===== config.mk =====
export PLATFORM = sky130hd
export DESIGN_NAME = prog_sequencer_flat
export DESIGN_NICKNAME = d
export VERILOG_FILES = /design/src/rtl/prog_sequencer_if.sv /design/src/rtl/prog_sequencer.sv /design/src/flat_wrapper.sv
export SDC_FILE = /design/constraint.sdc
export NUM_CORES = 1
export LEC_CHECK = 0
export BUFFER_PORTS_ARGS = -buffer_cell sky130_fd_sc_hd__buf_2
export CAP_MARGIN = 20
export CORE_MARGIN = 3
export CORE_UTILIZATION = 55
export CTS_BUF_LIST = sky130_fd_sc_hd__clkbuf_4 sky130_fd_sc_hd__clkbuf_8 sky130_fd_sc_hd__clkbuf_16
export DETAILED_ROUTE_END_ITERATION = 6
export GPL_ROUTABILITY_DRIVEN = 0
export PLACE_DENSITY = 0.8
export SLEW_MARGIN = 20
export SYNTH_ARGS = -nofsm -noshare
export SYNTH_HDL_FRONTEND = slang
export SYNTH_SLANG_ARGS = --single-unit

===== constraint.sdc =====
create_clock -name CLK -period 4.7 [get_ports CLK]
set_clock_uncertainty 0.1 [all_clocks]
set_input_delay 0.235 -clock CLK [delete_from_list [all_inputs] [get_ports CLK]]
set_output_delay 0.235 -clock CLK [all_outputs]
set_load 0.02 [all_outputs]

===== src/rtl/prog_sequencer_if.sv =====
// Host/fetch-stage handshake bundle for prog_sequencer.
// The sequencer takes the slave side; the harness or bench takes the master side.
interface prog_sequencer_if;
  logic        Start;
  logic [1:0]  ProgSel;
  logic        Halt;
  logic        Init;
  logic        LoadPC;
  logic [9:0]  StartAddr;
  logic [1:0]  ProgState;
  logic        Busy;
  logic        Done;
  logic        TimedOut;
  logic        BadSel;
  logic [15:0] CycleCount;

  modport master (
    output Start, ProgSel, Halt,
    input  Init, LoadPC, StartAddr, ProgState, Busy, Done, TimedOut, BadSel, CycleCount
  );

  modport slave (
    input  Start, ProgSel, Halt,
    output Init, LoadPC, StartAddr, ProgState, Busy, Done, TimedOut, BadSel, CycleCount
  );
endinterface


===== src/rtl/prog_sequencer.sv =====
// Run controller for the fetch stage: init hold, start-PC load, run with
// watchdog, and a four-phase Start/Done handshake. All outputs are registered.
module prog_sequencer #(
  parameter int unsigned NUM_PROGS   = 3,
  parameter logic [9:0]  START0      = 10'd0,
  parameter logic [9:0]  START1      = 10'd128,
  parameter logic [9:0]  START2      = 10'd256,
  parameter int unsigned INIT_CYCLES = 2,
  parameter logic [15:0] TIMEOUT     = 16'd4000
) (
  input logic             CLK,
  input logic             Reset,
  prog_sequencer_if.slave bus
);

  typedef enum logic [1:0] {IDLE, INIT, RUN, DONE} state_t;

  localparam logic [3:0] INIT_LOAD = 4'(INIT_CYCLES);

  state_t      state;
  logic [3:0]  init_cnt;
  logic [15:0] count_inc;
  logic [9:0]  sel_addr;
  logic        sel_ok;

  always_comb begin
    count_inc = (bus.CycleCount == 16'hFFFF) ? 16'hFFFF : bus.CycleCount + 16'd1;
    sel_ok    = ({30'd0, bus.ProgSel} < NUM_PROGS);
    case (bus.ProgSel)
      2'd0:    sel_addr = START0;
      2'd1:    sel_addr = START1;
      2'd2:    sel_addr = START2;
      default: sel_addr = '0;
    endcase
  end

  always_ff @(posedge CLK or posedge Reset) begin
    if (Reset) begin
      state          <= IDLE;
      init_cnt       <= '0;
      bus.Init       <= 1'b1;
      bus.LoadPC     <= 1'b0;
      bus.StartAddr  <= '0;
      bus.ProgState  <= '0;
      bus.Busy       <= 1'b0;
      bus.Done       <= 1'b0;
      bus.TimedOut   <= 1'b0;
      bus.BadSel     <= 1'b0;
      bus.CycleCount <= '0;
    end else begin
      bus.BadSel <= 1'b0;
      case (state)
        IDLE: begin
          if (bus.Start) begin
            if (sel_ok) begin
              state          <= INIT;
              init_cnt       <= INIT_LOAD;
              bus.ProgState  <= bus.ProgSel;
              bus.StartAddr  <= sel_addr;
              bus.CycleCount <= '0;
              bus.TimedOut   <= 1'b0;
              bus.Init       <= 1'b1;
              bus.LoadPC     <= 1'b1;
              bus.Busy       <= 1'b1;
            end else begin
              bus.BadSel <= 1'b1;
            end
          end
        end
        INIT: begin
          init_cnt <= init_cnt - 4'd1;
          if (init_cnt <= 4'd1) begin
            state      <= RUN;
            bus.Init   <= 1'b0;
            bus.LoadPC <= 1'b0;
          end
        end
        RUN: begin
          bus.CycleCount <= count_inc;
          // A zero count marks the first RUN cycle, where Halt is still stale.
          if (bus.Halt && bus.CycleCount != 16'd0) begin
            state    <= DONE;
            bus.Init <= 1'b1;
            bus.Busy <= 1'b0;
            bus.Done <= 1'b1;
          end else if (count_inc == TIMEOUT) begin
            state        <= DONE;
            bus.Init     <= 1'b1;
            bus.Busy     <= 1'b0;
            bus.Done     <= 1'b1;
            bus.TimedOut <= 1'b1;
          end
        end
        DONE: begin
          if (!bus.Start) begin
            state    <= IDLE;
            bus.Done <= 1'b0;
          end
        end
        default: state <= IDLE;
      endcase
    end
  end

endmodule


===== src/flat_wrapper.sv =====
// flat-port wrapper written by rule: the top's interface ports become plain ports
module prog_sequencer_flat 
#(
  parameter int unsigned NUM_PROGS   = 3,
  parameter logic [9:0]  START0      = 10'd0,
  parameter logic [9:0]  START1      = 10'd128,
  parameter logic [9:0]  START2      = 10'd256,
  parameter int unsigned INIT_CYCLES = 2,
  parameter logic [15:0] TIMEOUT     = 16'd4000
)
  (CLK, Reset, bus_Start, bus_ProgSel, bus_Halt, bus_Init, bus_LoadPC, bus_StartAddr, bus_ProgState, bus_Busy, bus_Done, bus_TimedOut, bus_BadSel, bus_CycleCount);
  prog_sequencer_if bus_i ();
  input logic CLK;
  input logic Reset;
  input wire logic [$bits(bus_i.Start)-1:0] bus_Start;
  input wire logic [$bits(bus_i.ProgSel)-1:0] bus_ProgSel;
  input wire logic [$bits(bus_i.Halt)-1:0] bus_Halt;
  output wire logic [$bits(bus_i.Init)-1:0] bus_Init;
  output wire logic [$bits(bus_i.LoadPC)-1:0] bus_LoadPC;
  output wire logic [$bits(bus_i.StartAddr)-1:0] bus_StartAddr;
  output wire logic [$bits(bus_i.ProgState)-1:0] bus_ProgState;
  output wire logic [$bits(bus_i.Busy)-1:0] bus_Busy;
  output wire logic [$bits(bus_i.Done)-1:0] bus_Done;
  output wire logic [$bits(bus_i.TimedOut)-1:0] bus_TimedOut;
  output wire logic [$bits(bus_i.BadSel)-1:0] bus_BadSel;
  output wire logic [$bits(bus_i.CycleCount)-1:0] bus_CycleCount;
  assign bus_i.Start = bus_Start;
  assign bus_i.ProgSel = bus_ProgSel;
  assign bus_i.Halt = bus_Halt;
  assign bus_Init = bus_i.Init;
  assign bus_LoadPC = bus_i.LoadPC;
  assign bus_StartAddr = bus_i.StartAddr;
  assign bus_ProgState = bus_i.ProgState;
  assign bus_Busy = bus_i.Busy;
  assign bus_Done = bus_i.Done;
  assign bus_TimedOut = bus_i.TimedOut;
  assign bus_BadSel = bus_i.BadSel;
  assign bus_CycleCount = bus_i.CycleCount;
  prog_sequencer #(.NUM_PROGS(NUM_PROGS), .START0(START0), .START1(START1), .START2(START2), .INIT_CYCLES(INIT_CYCLES), .TIMEOUT(TIMEOUT)) u_core (.CLK(CLK), .Reset(Reset), .bus(bus_i));
endmodule

==> flow_metrics.py, run 1 <==
metrics = {
    "cts": {
        "htree_levels": 2,
        "cts.sinks": 32,
        "cts_made_buffers": 5,
        "cts_resized": 0,
        "clockRootBuffer": "clkbuf_8",
        "tritoncts": "done",
        "path_clk_slew_ns": 0.07,
        "clkLatencyLatePin_ns": 0.29,
        "clock_path_buffers": 2,
    },
    "power": {
        "leakage_nw": 1.13,
        "ir_worst_vdd_mv": 0.344,
        "power_density_mw_per_mm2": 530,
    },
    "global_routing": {
        "grt-ovfl-total": 0,
        "grt_pass1_wl_um": 8070,
        "grt_pass1_vias": 1756,
        "grt_antenna_before_repair": 0,
        "grt_usage_pct": 23.8,
        "grt_max_degree": 33,
    },
    "timing": {
        "worst_pin_slew_ns": 0.803,
        "grt_setup_unrepaired": "false",
        "fin_ws_ns": 1.97,
        "slew_headroom_pct": 46.3,
        "period_share_pct": 58.1,
        "finalHoldViolCount": 0,
        "fin_tns_setup_ns": 0,
        "fmax_ghz": 0.366,
        "finalSetupViolCount": 0,
        "post-route-min-period_ns": 2.73,
        "slew_viol_final": 0,
    },
    "drt": {
        "drc_errors": 0,
        "dr.pass1.iters": 5,
        "routed_via_density": 6.08,
        "vias": 1928,
        "drt_iter0_markers": 226,
        "wl_per_cell_um": 15.7,
        "detail-route-antenna-nets": 0,
        "drt_wl_total_um": 4980,
    },
    "placement": {
        "dp_hpwl_um": 3550,
        "place_ws_ns": 2.01,
        "port_buffers": 31,
    },
    "hold_path": {
        "hold_class": "in -> reg",
    },
    "synth": {
        "yosysTopAreaCell": "dfrtp_1",
        "synth_area_mm2": 0.00207,
        "yosys_warnings": 0,
        "ys_ff_latch": 32,
        "synth_cell_types": 49,
        "ys.flop_type": "dfrtp_1",
        "synthCells": 241,
        "yosysMostFrequentCell": "dfrtp_1",
        "synthTopCellsByArea": "dfrtp_1 37%, o21ai_0 5.8%, ha_1 5.4%, nand2_1 5.4%, a21oi_1 3.6%",
        "yosys.area.top_type_share_pct": 37.4,
        "synthTopCellsByCount": "31 x dfrtp_1, 30 x nand2_1, 24 x o21ai_0, 15 x a21oi_1, 15 x inv_1",
        "avgSynthCellArea_um2": 8.61,
        "async_flop_share_pct": 100,
        "synth-edff-count": 0,
        "ys_seq_area_share_pct": 38.7,
    },
    "setup_path": {
        "cp-end-kind": "flip-flop",
        "crit_path_start_kind": "flip-flop",
        "critical_path.top_delay_family": "simple AND/OR/NAND/NOR gates",
        "critPathKind": "reg -> reg",
        "cp_slowest_stage_delay_ns": 0.46,
        "crit_required_ns": 4.78,
        "critPathBufInv": 0,
        "crit_path_max_fanout": 9,
        "critPathArrivalTime_ns": 2.81,
        "crit_path_top_delay_cell": "dfrtp_1",
        "path_cells": "ha_1 > nand2_1 > or3_4 > xnor2_1 > nand4b_1 > o211a_4 > nor2_2 > mux2_1",
    },
    "floorplanning": {
        "core_area_mm2": 0.00349,
        "die_y_um": 67.4,
        "die_w_um": 67.4,
        "rows": 21,
        "start_util_pct": 59.4,
        "io_pins": 40,
        "dieArea_mm2": 0.00454,
    },
    "final_layout": {
        "diodes": 0,
        "fin_util_pct": 66.5,
        "drive_above_1_share_pct": 18.8,
        "nNetsFinal": 285,
        "areaGrowthSynthToFinish_pct": 12.0,
    },
    "outcome": {
        "outcome": "complete, no violations",
    },
    "job": {
        "maxCapViolations": 0,
    },
}
==> final cells by class <==
type                            count  area [um^2]
Multi-Input combinational cell    183         1140
Tap cell                           46         57.6
Inverter                           15         56.3
Clock buffer                        7         90.1
Clock inverter                      1         7.51
Sequential cell                    32          802
Timing Repair Buffer               33          173
Fill cell                         310         1170
==> logic make-up after synthesis <==
| kind of cell | synth area share [%] |
|---|---|
| AND/OR/NAND/NOR | 22.5 |
| AO/OA/AOI/OAI | 23.0 |
| buffers and inverters | 7.78 |
| flip-flops | 38.7 |
| adder cells (fa/ha/maj) | 5.43 |
| multiplexers | 1.57 |
| XOR/XNOR | 0.845 |
| other | 0.181 |
==> state kept, by name, summed over array words and instances, names as in the netlist, 2 cells and up <==
signal                 flops
u_core.bus.CycleCount     16
u_core.bus.ProgState       2
u_core.state               2
u_core.init_cnt            4
u_core.bus.StartAddr       2
==> timing repair <==
action                                 4_1_cts  5_1_grt
buffers inserted                             0        0
hold buffers                                 1        0
endpoints found under the hold margin       31        0
setup endpoints to repair                    0        0
==> cells in the final DEF (no fill, tap or decap), drive strengths merged, types with 2 or more instances in the layout <==
| cell type | n |
|---|---|
| a22o | 4 |
| mux2 | 2 |
| nor2 | 14 |
| conb | 8 |
| nor3 | 9 |
| clkbuf | 7 |
| a31oi | 8 |
| nand3 | 12 |
| and2 | 2 |
| o22a | 2 |
| a21o | 2 |
| o22ai | 2 |
| or3 | 4 |
| o41ai | 3 |
| nand2 | 30 |
| a21oi | 15 |
| and4 | 3 |
| xnor2 | 2 |
| o21ai | 28 |
| nor4 | 4 |
| inv | 15 |
| nand4 | 2 |
| buf | 32 |
| dfrtp | 31 |
| ha | 9 |
| and3 | 4 |
==> through the flow <==
stage / cells / area [um^2] / hold WS (ns) / power [W]
after floorplan: 248 / 2100 / 0.250 / 0.000852
after global placement: 308 / 2220 / 0.237 / 0.000984
after detailed placement: 308 / 2220 / 0.240 / 0.000999
after CTS: 317 / 2320 / 0.0867 / 0.00123
after global routing: 317 / 2320 / 0.100 / 0.00133
final: 317 / 2320 / 0.0920 / 0.00123
==> worst paths after layout <==
check	slack (ns)	from	endpoint	cells after the start
hold reg to reg	0.38	u_core.bus.StartAddr[8]	u_core.bus.StartAddr[8]	2
max in group asynchronous	3.72	Reset	u_core.bus.Init	4
min in group asynchronous	0.47	Reset	u_core.bus.CycleCount[9]	4
hold / removal	0.09	bus_ProgSel[0]	u_core.bus.StartAddr[7]	3
setup / recovery	1.97	u_core.bus.CycleCount[1]	u_core.state[1]	8
setup reg to reg	1.97	u_core.bus.CycleCount[1]	u_core.state[1]	8
==> worst reg2reg max path, cell delays in order, from the launching register on <==
cell and delay [ns]:
dfrtp_1 0.46, ha_1 0.36, nand2_1 0.16, or3_4 0.44, xnor2_1 0.16, nand4b_1 0.19, o211a_4 0.30, nor2_2 0.12
mux2_1 0.33
==> layer usage <==
layer  global-route usage, %  wire (um)  up-vias
met5                       0          0        -
met4                    9.37         40        0
met3                    5.32        390        5
met2                    38.2       2410       93
met1                    31.2       2140      914
li1                        -          -      916
==> power breakdown <==
part	leakage [nW]	switching, W	internal (W)
Sequential	0.415	0.0000740	0.000346
Clock	0.0479	0.000106	0.000125
Combinational	0.664	0.000369	0.000212
Total	1.13	0.000549	0.000683
Power figures use the tool's default switching activity.
==> run 2, diff against run 1 <==
--- a/config.mk
+++ b/config.mk
@@ -5,6 +5,7 @@
 export SDC_FILE = /design/constraint.sdc
 export NUM_CORES = 1
 export LEC_CHECK = 0
+export ABC_AREA = 1
 export BUFFER_PORTS_ARGS = -buffer_cell sky130_fd_sc_hd__buf_2
 export CAP_MARGIN = 20
 export CORE_MARGIN = 3
==> constraint.sdc (replaced) <==
create_clock -name CLK -period 2.55 [get_ports CLK]
set_clock_uncertainty 0.1 [all_clocks]
set_input_delay 0.1275 -clock CLK [delete_from_list [all_inputs] [get_ports CLK]]
set_output_delay 0.1275 -clock CLK [all_outputs]
set_load 0.02 [all_outputs]
==> run 2 against run 1 <==
  * Fmax increased by 22%
  * Sequential power increased by 72%
  * Global-route usage shrank 0.37 points
  * Combinational power rose by 65%
  * First-iteration DRC count fell by 29%
  * Register-to-register slack worse by 1.7 ns
  * Power up 67%
  * Non-clock buffer count increased by 4
  * Clock power rose by 64%
==> flow_metrics.py, run 2 <==
metrics = {
    "setup_path": {
        "path_common_cell": "nand2_1",
        "crit_path_top_delay_cell": "dfrtp_1",
        "crit_required_ns": 2.62,
        "path_cells": "ha_1 > nand2_1 > nor2_4 > nand2_1 > nor2_1 > nor2_1 > nor2_1 > nand2_1 > nor2_1 > nand3_2 > nand3_4 > nand3_2 > nand2_1 > nand2_1",
        "crit_path_max_fanout": 8,
        "r2r-start": "u_core.bus.CycleCount[1]",
        "critPathKind": "reg -> reg",
        "reg2reg_slack_ns": 0.32,
        "cp_slowest_stage_delay_ns": 0.40,
        "critPathArrivalTime_ns": 2.30,
        "reg2reg_to": "u_core.state[1]",
        "crit_path_start_kind": "flip-flop",
        "cp-end-kind": "flip-flop",
        "reg2reg_depth": 14,
    },
    "floorplanning": {
        "die_w_um": 68.6,
        "dieArea_mm2": 0.00471,
        "core_area_mm2": 0.00372,
        "start_util_pct": 58.0,
        "rows": 22,
        "die_y_um": 68.6,
        "io_pins": 40,
    },
    "synth": {
        "synthTopCellsByArea": "dfrtp_1 36%, nand2_1 14%, inv_1 6.6%, ha_1 5.2%, nand3_1 5.1%",
        "synth_area_mm2": 0.00216,
        "ys.flop_type": "dfrtp_1",
        "synthTopCellsByCount": "82 x nand2_1, 38 x inv_1, 31 x dfrtp_1, 28 x nor2_1, 22 x nand3_1",
        "synthCells": 301,
        "synth-edff-count": 0,
        "async_flop_share_pct": 100,
        "yosysTopAreaCell": "dfrtp_1",
        "yosys.area.top_type_share_pct": 36.0,
        "synth_cell_types": 32,
        "avgSynthCellArea_um2": 7.17,
        "ys_seq_area_share_pct": 37.2,
        "ys_ff_latch": 32,
        "yosys_warnings": 0,
        "yosysMostFrequentCell": "nand2_1",
    },
    "cts": {
        "tritoncts": "done",
        "cts_made_buffers": 5,
        "cts_resized": 0,
        "path_clk_slew_ns": 0.07,
        "cts.sinks": 32,
        "clkLatencyLatePin_ns": 0.28,
        "clockRootBuffer": "clkbuf_8",
        "clock_path_buffers": 2,
        "htree_levels": 2,
    },
    "final_layout": {
        "areaGrowthSynthToFinish_pct": 13.9,
        "nNetsFinal": 354,
        "top_regs": "u_core.bus.CycleCount: 16 flops, u_core.init_cnt: 4 flops",
        "layout_common_cells": "82 x nand2_1, 38 x inv_1, 31 x buf_2, 31 x dfrtp_1, 28 x nor2_1",
        "top_register": "u_core.bus.CycleCount",
        "diodes": 0,
        "drive_above_1_share_pct": 19.1,
        "final_cell_area_mm2": 0.00246,
        "fin_util_pct": 66.1,
        "largest_register_ffs": 16,
        "final_common_cell": "nand2_1",
        "fin_cells": 388,
    },
    "placement": {
        "place_inst": 377,
        "port_buffers": 31,
        "dpl-instance-area_mm2": 0.00234,
        "dp_hpwl_um": 3690,
    },
    "global_routing": {
        "grt_util_met1_pct": 29.0,
        "grt_pass1_wl_um": 8220,
        "grt_usage_pct": 23.4,
        "grt_antenna_before_repair": 0,
        "grt_pass1_vias": 1873,
        "grt_max_degree": 33,
        "grt.met2_usage_pct": 39.5,
        "met3_usage_pct": 5.19,
        "grt-ovfl-total": 0,
        "grt.busiest_layer": "met2",
    },
    "drt": {
        "dr.pass1.iters": 4,
        "drc_errors": 0,
        "drt_wl_total_um": 4840,
        "wl_per_cell_um": 12.5,
        "drt_iter0_markers": 161,
        "routed_via_density": 5.22,
        "vias": 2024,
        "detail-route-antenna-nets": 0,
    },
    "power": {
        "ir_worst_vdd_mv": 0.728,
        "p_total_w": 0.00206,
        "power_density_mw_per_mm2": 838,
        "leakage_nw": 1.29,
    },
    "timing": {
        "slew_viol_final": 0,
        "grt_setup_unrepaired": "false",
        "period_share_pct": 87.6,
        "finalHoldViolCount": 0,
        "fin_tns_setup_ns": 0,
        "fmax_ghz": 0.448,
        "post-route-min-period_ns": 2.23,
        "finalSetupViolCount": 0,
    },
    "hold_path": {
        "min_path_cells": 3,
        "hold_end": "u_core.bus.BadSel",
        "worstHoldStart": "bus_Start",
        "hold_class": "in -> reg",
    },
    "outcome": {
        "outcome": "complete, no violations",
    },
    "job": {
        "maxCapViolations": 0,
    },
}
-- run 2: worst max path at each step --
stage / from / to / cells past startpoint
final: u_core.bus.CycleCount[1] / u_core.state[1] / 14
after floorplan: u_core.bus.CycleCount[1] / u_core.state[1] / 12
after CTS: u_core.bus.CycleCount[1] / u_core.state[1] / 14
after global routing: u_core.bus.CycleCount[1] / u_core.state[1] / 14
after detailed placement: u_core.bus.CycleCount[1] / u_core.state[0] / 14
after global placement: u_core.bus.CycleCount[1] / u_core.state[1] / 12
-- run 2: per-stage QoR --
step           hold slack (ns)  worst slack, ns
3_3_place_gp             0.128            0.469
6_report                0.0191            0.317
5_1_grt                 0.0232           0.0489
4_1_cts                0.00922            0.379
3_5_place_dp             0.137            0.400
2_1_floorplan            0.143            0.512
-- run 2: final cells by class --
| cell class | count | area (um^2) |
|---|---|---|
| Multi-Input combinational cell | 219 | 1130 |
| Tap cell | 48 | 60.1 |
| Fill cell | 360 | 1260 |
| Inverter | 44 | 166 |
| Sequential cell | 32 | 802 |
| Clock inverter | 2 | 12.5 |
| Clock buffer | 6 | 76.3 |
| Timing Repair Buffer | 37 | 208 |
-- run 2: power breakdown --
| group | switching, W | internal, W | total [W] |
|---|---|---|---|
| Clock | 0.000177 | 0.000201 | 0.000378 |
| Combinational | 0.000646 | 0.000312 | 0.000958 |
| Sequential | 0.0000804 | 0.000642 | 0.000722 |
-- run 2: cell families after synthesis --
kind of cell / synth area share [%]
adder cells (fa/ha/maj): 5.22
XOR/XNOR: 0.812
buffers and inverters: 11.6
AO/OA/AOI/OAI: 8.82
other: 0.174
AND/OR/NAND/NOR: 36.2
flip-flops: 37.2
-- run 2: critical path, delay by kind of cell, from the launching register on --
| kind | cells | cell delay (ns) |
|---|---|---|
| simple gates | 13 | 1.40 |
| flops | 1 | 0.40 |
| fa+ha+maj | 1 | 0.22 |
-- run 2: metal layers --
layer / part of all wire [%] / wire, um / vias up
met5: 0 / 0 / -
met3: 4.8 / 233 / 10
met4: 1.4 / 68 / 0
met2: 49 / 2360 / 58
met1: 45 / 2180 / 927
li1: - / - / 1029
-- run 2: repair_timing --
item,4_1_cts,5_1_grt
endpoints found under the setup margin,0,0
hold buffers,3,0
hold endpoints to repair,35,0
buffers inserted,0,0
